## src/rtl/sd_rrarb_iofull.sv

```systemverilog
// sd_rrarb_iofull: round-robin merge of N srdy/drdy streams
// onto one registered output channel with a 2-entry skid buffer.
//
// Ports:
//   clk, reset     rising-edge clock, synchronous active-low reset
//   c_srdy/c_drdy  per-requester valid / ready (drdy onehot0)
//   c_data/c_eop   per-requester beat data and end-of-packet
//   p_srdy/p_drdy  output valid (flop) / output ready
//   p_data/p_grant head beat data and its source index
//   p_eop          head beat end-of-packet
module sd_rrarb_iofull #(
  parameter int inputs    = 4,
  parameter int width     = 8,
  parameter bit lock_mode = 1'b1,
  parameter int gw        = $clog2(inputs)
) (
  input  logic                    clk,
  input  logic                    reset,
  input  logic [inputs-1:0]       c_srdy,
  output logic [inputs-1:0]       c_drdy,
  input  logic [inputs*width-1:0] c_data,
  input  logic [inputs-1:0]       c_eop,
  output logic                    p_srdy,
  input  logic                    p_drdy,
  output logic [width-1:0]        p_data,
  output logic [gw-1:0]           p_grant,
  output logic                    p_eop
);

  typedef struct packed {
    logic [width-1:0] d;
    logic [gw-1:0]    g;
    logic             e;
  } beat_t;

  logic [1:0]    r_count;
  logic          r_psrdy;
  logic          r_room;
  logic [gw-1:0] r_ptr;
  logic          r_locked;
  logic [gw-1:0] r_lidx;
  beat_t         r_buf [2];

  logic          w_rr_found;
  logic [gw-1:0] w_rr_idx;
  logic [gw-1:0] w_cand;
  logic          w_win_found;
  logic [gw-1:0] w_win_idx;
  logic          w_push;
  logic          w_pop;
  logic [1:0]    w_cnt_nxt;
  logic          w_slot;
  beat_t         w_in;

  // Rotating priority: first requester above the last winner.
  always_comb begin
    w_rr_found = 1'b0;
    w_rr_idx   = r_ptr;
    w_cand     = r_ptr;
    for (int k = 1; k <= inputs; k++) begin
      w_cand = gw'((int'(r_ptr) + k) % inputs);
      if (!w_rr_found && c_srdy[w_cand]) begin
        w_rr_found = 1'b1;
        w_rr_idx   = w_cand;
      end
    end
  end

  // A held lock pins the grant even when its owner is idle.
  always_comb begin
    w_win_found = w_rr_found;
    w_win_idx   = w_rr_idx;
    if (r_locked) begin
      w_win_found = c_srdy[r_lidx];
      w_win_idx   = r_lidx;
    end
  end

  always_comb begin
    c_drdy = '0;
    if (reset && r_room && w_win_found)
      c_drdy[w_win_idx] = 1'b1;
  end

  always_comb begin
    w_in = '0;
    for (int i = 0; i < inputs; i++) begin
      if (w_win_idx == gw'(i)) begin
        w_in.d = c_data[i*width +: width];
        w_in.e = c_eop[i];
      end
    end
    w_in.g = w_win_idx;
  end

  assign w_push    = |(c_srdy & c_drdy);
  assign w_pop     = r_psrdy & p_drdy;
  assign w_cnt_nxt = r_count + 2'(w_push) - 2'(w_pop);
  // Entry a pushed beat lands in once any pop has shifted.
  assign w_slot    = ((r_count - 2'(w_pop)) != 2'd0);

  always_ff @(posedge clk) begin
    if (!reset) begin
      r_count  <= 2'd0;
      r_psrdy  <= 1'b0;
      r_room   <= 1'b1;
      r_ptr    <= gw'(inputs - 1);
      r_locked <= 1'b0;
      r_lidx   <= '0;
    end else begin
      r_count <= w_cnt_nxt;
      r_psrdy <= (w_cnt_nxt != 2'd0);
      r_room  <= (w_cnt_nxt != 2'd2);
      if (w_push) begin
        r_ptr <= w_win_idx;
        if (lock_mode) begin
          if (!w_in.e) begin
            r_locked <= 1'b1;
            r_lidx   <= w_win_idx;
          end else begin
            r_locked <= 1'b0;
          end
        end
      end
    end
  end

  // Head is entry 0; a pop shifts entry 1 down.
  always_ff @(posedge clk) begin
    if (w_pop)
      r_buf[0] <= r_buf[1];
    if (w_push) begin
      if (w_slot)
        r_buf[1] <= w_in;
      else
        r_buf[0] <= w_in;
    end
  end

  assign p_srdy  = r_psrdy;
  assign p_data  = r_buf[0].d;
  assign p_grant = r_buf[0].g;
  assign p_eop   = r_buf[0].e;

endmodule

```

## config.mk

```make
export PLATFORM = sky130hd
export DESIGN_NAME = sd_rrarb_iofull
export DESIGN_NICKNAME = d
export VERILOG_FILES = /design/src/rtl/sd_rrarb_iofull.sv
export SDC_FILE = /design/constraint.sdc
export NUM_CORES = 1
export LEC_CHECK = 0
export BUFFER_PORTS_ARGS = -buffer_cell sky130_fd_sc_hd__buf_2
export CAP_MARGIN = 0
export CORE_UTILIZATION = 40
export CTS_CLUSTER_DIAMETER = 200
export DETAILED_ROUTE_END_ITERATION = 10
export PLACE_DENSITY_LB_ADDON = 0.25
export SYNTH_ARGS = -nofsm -noshare
export SYNTH_HDL_FRONTEND = slang
export SYNTH_SLANG_ARGS = --single-unit
```

## constraint.sdc

```tcl
create_clock -name clk -period 5 [get_ports clk]
set_input_delay 1 -clock clk [delete_from_list [all_inputs] [get_ports clk]]
set_output_delay 1 -clock clk [all_outputs]
set_load 0.02 [all_outputs]
```

==> results by group <==
Worst setup path
  • Startpoint types: input pin
  • Critical path's slowest cell: mux4_2
  • Crit. End Element: primary output
  • Data arrival, critical path: around 2800 ps
  • Setup slack, reg-to-reg: 1890 ps
  • CP cell instances: buf_2, nor2_1, mux4_2, nand4_1, o2111ai_2, or2_2, nor2_1, buf_2
  • Critical path fanouts, max: 14
  • Critical path's largest stage delay: about 460 ps
  • WS Path Type: in -> out
  • CP Buf/Inv Count: 2
  • CP required: approximately 4000 ps
  • Top Family by Delay on Critical Path: simple AND/OR/NAND/NOR gates

CTS
  • Post-cts resize count: 0
  • CTS hold repair buffers: 0
  • Setup Fix Bufs, Post-CTS: 0
  • Clock transition at path regs: 60 ps
  • Clk sink count: 31
  • TritonCTS Buffers: 5
  • CTS tree: built
  • Clk buf depth: 2
  • CTS Root Cell: clkbuf_8
  • Max H-tree Level: 2
  • Clock latency on the worst-skew pair: about 280 ps

Outcome
  • Outcome: finished clean

GRT
  • Largest net degree at the start of global routing: 23
  • First-pass GRT wire length: between 6000 and 7000 um
  • Total gr overflow: 0
  • Vias in the first global route: ~1300
  • GRT Util Overall: 18.3%
  • Initial antenna violation count: 0

STA
  • Final setup violation count: 0
  • Fmax: approximately 260 MHz
  • Max-slew violations: 0
  • Clock skew: a little over 6 ps
  • Fin. Hold Viols: 0
  • Unrepaired setup endpoints after global routing: no
  • Setup_tns: 0 ps
  • Min cycle time layout: ~3800 ps
  • Worst Tran Pin Value: roughly 950 ps
  • Relative slew slack: 36.3%
  • Final period util: 76.3%

Layout
  • Share of cells above drive strength 1: between 30 and 40%
  • Final Net Count: 266
  • Design Area, Final: around 0.0021 sq mm
  • Antenna fix cells: 0
  • Fin cells: between 200 and 300
  • Finished Core Util: a little over half
  • Area delta synth->final: 22.8%

Pwr
  • VDD IR max: 263 uV
  • Leakage: slightly above 0.9 nW
  • Pwr Density: roughly 660 mW/mm^2

Floorplan
  • Die width: 67.7 um
  • Starting Density: approximately 43%
  • Die Y: between 60 and 70 um
  • FP Rows: 23
  • Core area: about 0.004 sq mm
  • I/O pins: just under 60
  • Die Area: about 0.0046 sq mm

Detailed routing
  • Drt wl/cell: between 10 and 15 um
  • First-iteration detailed-routing DRC count: between 80 and 90
  • Post-route ant nets: 0
  • Routed wire length: 3650 um
  • Via count: approximately 1400
  • Drt pass-1 iters: 4
  • Avg Vias per Cell: between 5 and 6
  • Drt drc: 0

Yosys
  • Seq cells post-synth: 31
  • Synth cell types: 38
  • Ys Warns: 0
  • Sequential area share after synthesis: 48.7%
  • Synth Instances: ~170
  • Syn Area/Cell: between 10 and 15 sq um
  • Syn_nets: approximately 210
  • Netlist Area Pre-Place: roughly 0.0017 sq mm

Placed design
  • GPL Wtd Cong: 0.873
  • DPL Wire Length: 2720 um
  • Placed Cells: between 200 and 300
  • I/O Buffers: 58
  • Placement Cell Area: roughly 0.0020 sq mm

Min path
  • Worst hold path class: reg -> reg

Flow run
  • Max cap viols: 0
## placed cells by master, fill, tap and decap left out, types with 2 or more instances in the layout
cell type  count
clkbuf_8       6
or2_2          2
inv_1          7
dfxtp_1        9
xnor2_1        3
a21oi_1        2
nor2_1        13
a31oi_1        8
mux2_1         4
mux4_2         2
edfxtp_1      22
nand2b_1       4
nor2b_1        2
mux2_4         5
ha_1           2
mux2i_1        5
o21ai_1        2
and2_1        10
o211ai_1       2
a211oi_1       8
nand2_1       26
buf_2         58
o22ai_1        2
o31ai_1        2
## where the power goes
part | leakage, nW | internal, mW | switching [mW]
Combinational | 0.602 | 0.277 | 0.426
Clock | 0.0482 | 0.111 | 0.0925
Sequential | 0.282 | 0.450 | 0.0491
Total | 0.932 | 0.838 | 0.568
## worst register-to-register path, delay by kind of cell (launching register included)
kind | cells | cell delay (ps)
flops | 1 | 530
simple gates | 3 | 1340
compound gates | 1 | 330
mux | 1 | 550
## logic make-up after synthesis
family / synth area share (%)
xor gates and xnor gates: 2.03
DFF: 48.7
AOI/OAI and AO/OA: 12.7
buffers and inverters: 5.15
and+or+nand+nor: 17.5
muxes: 12.5
adders and majority gates: 1.45
## synthesized netlist by cell type (all sizes together)
| cell | n | area [sq um] |
|---|---|---|
| nor2 | 13 | 48.8 |
| and3b | 1 | 8.76 |
| nand3 | 1 | 5.00 |
| and2 | 10 | 62.6 |
| clkinv | 1 | 3.75 |
| mux4 | 2 | 45.0 |
| nor2b | 2 | 12.5 |
| a31oi | 8 | 50.1 |
| nand2b | 4 | 25.0 |
| o221ai | 1 | 8.76 |
| nor3b | 1 | 7.51 |
| nand2 | 26 | 97.6 |
| or2 | 2 | 12.5 |
| o211ai | 2 | 15.0 |
| xor2 | 1 | 8.76 |
| clkbuf | 6 | 22.5 |
| ha | 2 | 25.0 |
| mux2 | 9 | 120 |
| a211oi | 8 | 60.1 |
| or3 | 1 | 6.26 |
| a21oi | 2 | 10.0 |
| o31ai | 2 | 15.0 |
| o2111ai | 1 | 15.0 |
| nand4 | 1 | 6.26 |
| o21ai | 3 | 15.0 |
| dfxtp | 9 | 180 |
| o22ai | 2 | 12.5 |
| inv | 7 | 26.3 |
| a221o | 1 | 10.0 |
| xnor2 | 3 | 26.3 |
| o21a | 1 | 7.51 |
| mux2i | 5 | 50.1 |
| buf | 6 | 36.3 |
| nor4b | 1 | 8.76 |
| edfxtp | 22 | 661 |
## stage by stage
stage / hold WS, ps / total power [mW] / worst slack (ps)
4_1_cts: 545 / 1.41 / 1190
2_1_floorplan: 495 / 1.05 / 1400
3_5_place_dp: 524 / 1.21 / 1180
3_3_place_gp: 515 / 1.19 / 1180
5_1_grt: 561 / 1.51 / 1050
6_report: 546 / 1.41 / 1190
## registers in the layout (all words and copies together) (netlist names)
| signal | flops |
|---|---|
| r_room | 1 |
| r_lidx | 2 |
| r_count | 2 |
| r_locked | 1 |
| p_srdy | 1 |
| r_ptr | 2 |
| r_buf | 22 |
## layer usage
layer  part of all wire [%]  vias to the layer above  global-route usage (%)
met5                      0                        -                       0
met4                    2.3                        0                    8.51
met3                    5.1                        8                    5.41
met2                     45                       44                    27.1
met1                     48                      627                    24.4
li1                       -                      704                       -
## final timing paths
check	startpoint	endpoint	depth (start not counted)
min	r_buf[1][0]	r_buf[0][0]	1
min reg2reg	r_buf[1][0]	r_buf[0][0]	1
max reg2reg	r_ptr[1]	r_buf[0][2]	5
max	c_srdy[0]	c_drdy[2]	8
## layout make-up
cell class | count | area (sq um)
clock buffer | 7 | 86.3
clock inverter | 1 | 5.00
fill | 394 | 1940
inverter | 8 | 30.0
multi-input combinational | 116 | 796
sequential | 31 | 841
tap | 50 | 62.6
timing repair buffer | 59 | 298
Power figures use the tool's default switching activity.
